[src/rtl/seq_mul_ctrl.sv]
// Radix-2 shift-add unsigned multiplier controller that drives an external combinational adder.
// Each BUSY cycle does one add of the multiplicand into the high accumulator and shifts {acc_hi, q} right.
//
// state | meaning
// IDLE  | waiting for an operand pair; in_ready high
// BUSY  | one shift-add iteration per cycle, WIDTH iterations
// DONE  | product presented on out_product until out_ready
module seq_mul_ctrl #(
    parameter int WIDTH = 16,
    parameter int CNT_W = 5
) (
    input  logic               clk,
    input  logic               rst_n,
    input  logic               in_valid,
    output logic               in_ready,
    input  logic [WIDTH-1:0]   in_a,
    input  logic [WIDTH-1:0]   in_b,
    output logic               out_valid,
    input  logic               out_ready,
    output logic [2*WIDTH-1:0] out_product,
    output logic [WIDTH-1:0]   add_a,
    output logic [WIDTH-1:0]   add_b,
    output logic               add_cin,
    input  logic [WIDTH-1:0]   add_sum,
    input  logic               add_cout
);

    localparam logic [1:0] IDLE = 2'd0;
    localparam logic [1:0] BUSY = 2'd1;
    localparam logic [1:0] DONE = 2'd2;

    localparam logic [CNT_W-1:0] CNT_LAST = CNT_W'(WIDTH - 1);

    logic [1:0]       state;
    logic [WIDTH-1:0] acc_hi;
    logic [WIDTH-1:0] q;
    logic [WIDTH-1:0] mcand;
    logic [CNT_W-1:0] cnt;

    assign in_ready = (state == IDLE);
    assign add_cin  = 1'b0;
    assign add_a    = (state == BUSY) ? acc_hi : '0;
    assign add_b    = ((state == BUSY) && q[0]) ? mcand : '0;

    always_ff @(posedge clk or negedge rst_n) begin
        if (!rst_n) begin
            state       <= IDLE;
            acc_hi      <= '0;
            q           <= '0;
            mcand       <= '0;
            cnt         <= '0;
            out_valid   <= 1'b0;
            out_product <= '0;
        end else begin
            case (state)
                IDLE: begin
                    if (in_valid) begin
                        mcand  <= in_a;
                        q      <= in_b;
                        acc_hi <= '0;
                        cnt    <= '0;
                        // A zero operand makes the product trivially zero; skip the iterations.
                        if ((in_a == '0) || (in_b == '0)) begin
                            out_product <= '0;
                            out_valid   <= 1'b1;
                            state       <= DONE;
                        end else begin
                            state <= BUSY;
                        end
                    end
                end
                BUSY: begin
                    acc_hi <= {add_cout, add_sum[WIDTH-1:1]};
                    q      <= {add_sum[0], q[WIDTH-1:1]};
                    cnt    <= cnt + CNT_W'(1);
                    if (cnt == CNT_LAST) begin
                        // Post-shift {acc_hi, q} assembled directly from this cycle's adder result.
                        out_product <= {add_cout, add_sum, q[WIDTH-1:1]};
                        out_valid   <= 1'b1;
                        state       <= DONE;
                    end
                end
                DONE: begin
                    if (out_ready) begin
                        out_valid <= 1'b0;
                        state     <= IDLE;
                    end
                end
                default: begin
                    state <= IDLE;
                end
            endcase
        end
    end

endmodule

[config.mk]
export PLATFORM = sky130hd
export DESIGN_NAME = seq_mul_ctrl
export DESIGN_NICKNAME = d
export VERILOG_FILES = /design/src/rtl/seq_mul_ctrl.sv
export SDC_FILE = /design/constraint.sdc
export NUM_CORES = 1
export LEC_CHECK = 0
export ABC_AREA = 1
export CAP_MARGIN = 25
export CORE_ASPECT_RATIO = 0.6
export CORE_UTILIZATION = 30
export DETAILED_ROUTE_END_ITERATION = 16
export PLACE_DENSITY_LB_ADDON = 0.12
export SLEW_MARGIN = 25
export SYNTH_ARGS = -nofsm -noshare
export SYNTH_HDL_FRONTEND = slang
export SYNTH_SLANG_ARGS = --single-unit
[constraint.sdc]
create_clock -name clk -period 2.1 [get_ports clk]
set_input_delay 0.315 -clock clk [delete_from_list [all_inputs] [get_ports clk]]
set_output_delay 0.315 -clock clk [all_outputs]
set_load 0.1 [all_outputs]
==> impl_metrics.csv <==
group,metric,value,unit
place,placed_area,0.00570,mm^2
synth,ys_seq_area_frac,0.557,
setup_path,crit_slowest_cell,"dfrtp_2",
clock_network,cts.htree.levels,3,
setup_path,cp_top_family,"buffers and inverters",
route,wl,10.5,mm
final_layout,regArea,0.00220,mm^2
sta,layout_worst_path_cycle_share,0.940,
final_layout,antenna_cells,0,
setup_path,crit_start,"state[0]$_DFFE_PN0P_",
setup_path,cp_slowest_stage_delay,0.41,ns
grt,overflow,0,
sta,setup_violations,0,
synth,synth_warnings,0,
grt,antenna_found_initial,0,
synth,synth.avg_cell_area,8.23,um^2
die,row_count,32,
die,die-area,0.0137,mm^2
setup_path,r2r-end,"out_product[8]$_DFFE_PN0P_",
setup_path,cp-start-kind,"flop",
route,drcViolationCount,0,
route,dr.first_iter.drc_count,165,
final_layout,multi_input_area,0.00160,mm^2
setup_path,end_kind,"primary output",
setup_path,reg2reg_slack,0.30,ns
clock_network,clkSinkCount,88,
place,dp_hpwl,7.39,mm
sta,final_hold_viol_count,3,
grt,grt_max_degree,89,
sta,slew_headroom,0.663,
sta,clock-skew-final,0.00614,ns
setup_path,critical_path_class,"flop to primary output",
worst_hold_path,hold_path.class,"primary input to asynchronous set/reset pin",
sta,slew_viol_final,0,
synth,syn_area,0.00395,mm^2
setup_path,cp.required,1.78,ns
clock_network,clk_pin_slew_worst_paths,0.06,ns
route,via_per_inst,4.49,
die,dieHeight,90.9,um
final_layout,num-fill-cells,1251,
setup_path,crit_buf_inv,3,
sta,tns,0,ns
sta,layout_min_cycle_time,1.97,ns
synth,syn_inst,480,
final_layout,nNetsFinal,649,
setup_path,r2r-start,"cnt[0]$_DFFE_PN0P_",
grt,grt_pass1_vias,3278,
clock_network,cts_buffers,9,
status,violations,"hold timing",
setup_path,endpoint,"add_b[1]",
setup_path,cp_data_arrival_time,1.66,ns
synth,synth_cell_types,22,
synth,synth-seq-cells,88,
synth,synth_fp_nets,535,
sta,fmaxAchievable,507,MHz
clock_network,cts_buffer_depth,2,
setup_path,r2r_cells,10,
grt,gr-usage-all-layers,0.163,
final_layout,stdcell_area,0.00602,mm^2
clock_network,cts_root_buf,"clkbuf_16",
job,maxCapViolCount,0,
final_layout,drive_gt1_frac,0.220,
die,coreArea,0.0129,mm^2
setup_path,path_depth,6,
clock_network,cts_tree,"done",
die,start_util,0.308,
die,io_pins,120,
route,routed-via-count,3455,
status,status,"finished with violations",
setup_path,crit_fanout,16,
place,gp_congestion,0.732,
clock_network,insertion_delay,0.33,ns
sta,hold_ws,-0.000845,ns
sta,rsz0062_at_grt,"no",
sta,worst_pin_slew,0.506,ns
die,die_w,150,um
route,antenna_left,0,
setup_path,crit_chain,"inv_2, nor2_4, nand2_1, buf_6, nor2_2, buf_12",
grt,grt_pass1_wl,17.2,mm
final_layout,area_growth,52.4,%
route,routedWlPerCell,13.7,um
place,io_buffers,118,
route,firstDrtPassIters,4,
cell families (layout without fill, tap and decap cells):
group | Yosys count | after routing | share of synthesized area
and+or+nand+nor | 259 | 259 | 0.267
DFF | 88 | 88 | 0.557
buffers and inverters | 70 | 189 | 0.0804
AOI/OAI and AO/OA | 59 | 59 | 0.0861
adders and majority gates | 2 | 2 | 0.00633
other | 1 | 1 | 0.000949
xor gates and xnor gates | 1 | 1 | 0.00222
sequential cells by signal, summed over array words and instances (netlist names):
| signal | flops |
|---|---|
| acc_hi | 16 |
| state | 2 |
| out_valid | 1 |
| out_product | 32 |
| cnt | 5 |
| q | 16 |
| mcand | 16 |
through the flow:
step                      instances   util  setup WS, ns
after floorplan                 480      -        -0.374
after global routing            769  0.469        0.0477
after detailed placement        751  0.444        0.0760
after CTS                       767  0.466        0.0104
after global placement          751  0.444         0.148
final                           769  0.469         0.126
routing by layer:
| metal | vias to the layer above | GRT usage | part of all wire |
|---|---|---|---|
| met1 | 1646 | 0.253 | 0.52 |
| met4 | 0 | 0.0396 | 0.0024 |
| met5 | - | 0 | 0 |
| met2 | 82 | 0.223 | 0.42 |
| met3 | 2 | 0.0369 | 0.053 |
| li1 | 1725 | - | - |
final cells by class:
class,count,share of cell area
Inverter,44,0.0287
Multi-Input combinational cell,322,0.266
Clock buffer,11,0.0420
Sequential cell,88,0.366
Tap cell,170,0.0353
Clock inverter,5,0.00519
Timing Repair Buffer,129,0.257
how the worst min path moves through the flow:
stage | start | endpoint | slack (ns) | cells after the start
floorplan | rst_n | acc_hi[0]$_DFFE_PN0P_ | 0.02 | 0
global placement | rst_n | out_product[20]$_DFFE_PN0P_ | 0.40 | 2
detailed placement | rst_n | out_product[20]$_DFFE_PN0P_ | 0.40 | 2
CTS | rst_n | out_product[20]$_DFFE_PN0P_ | 0.04 | 2
global route | rst_n | out_product[19]$_DFFE_PN0P_ | 0.05 | 2
finish | rst_n | out_product[21]$_DFFE_PN0P_ | -0.0008 | 2
Yosys cell counts (all sizes together):
cell type / number / area [um^2]
o21a: 14 / 105
dfrtp: 88 / 2200
conb: 1 / 3.75
nand2: 137 / 519
buf: 21 / 134
clkbuf: 5 / 18.8
ha: 2 / 25.0
inv: 44 / 165
nor2: 72 / 285
nand3: 50 / 250
o22ai: 2 / 12.5
a22o: 1 / 8.76
a21oi: 20 / 100
o21ai: 21 / 105
xor2: 1 / 8.76
a2bb2oi: 1 / 8.76
cell usage in the layout (no fill, tap or decap):
cell type / n
dfrtp_1: 87
a21oi_1: 20
clkinv_2: 3
clkdlybuf4s50_1: 51
a22o_1: 1
a2bb2oi_1: 1
o21ai_0: 20
inv_2: 2
nor2_2: 10
inv_6: 1
inv_1: 40
xor2_1: 1
clkbuf_8: 2
o21a_1: 14
nand2_1: 135
nand3_1: 50
buf_12: 36
o21ai_1: 1
o22ai_1: 2
nand2_2: 2
nor2_1: 41
conb_1: 1
dfrtp_2: 1
clkinv_4: 1
nor2_4: 21
clkinvlp_4: 1
ha_1: 2
buf_6: 1
inv_4: 1
buf_4: 41
clkbuf_16: 9
repair_timing:
| action | in CTS | in global routing |
|---|---|---|
| hold buffers | 0 | 0 |
| setup endpoints to repair | 16 | 46 |
| setup buffers | 0 | 2 |
| pin swaps | 0 | 1 |
| gates resized for setup | 1 | 8 |
Power is not shown: default switching activity piles up to over one toggle a cycle in this logic, so the estimate is an artifact.
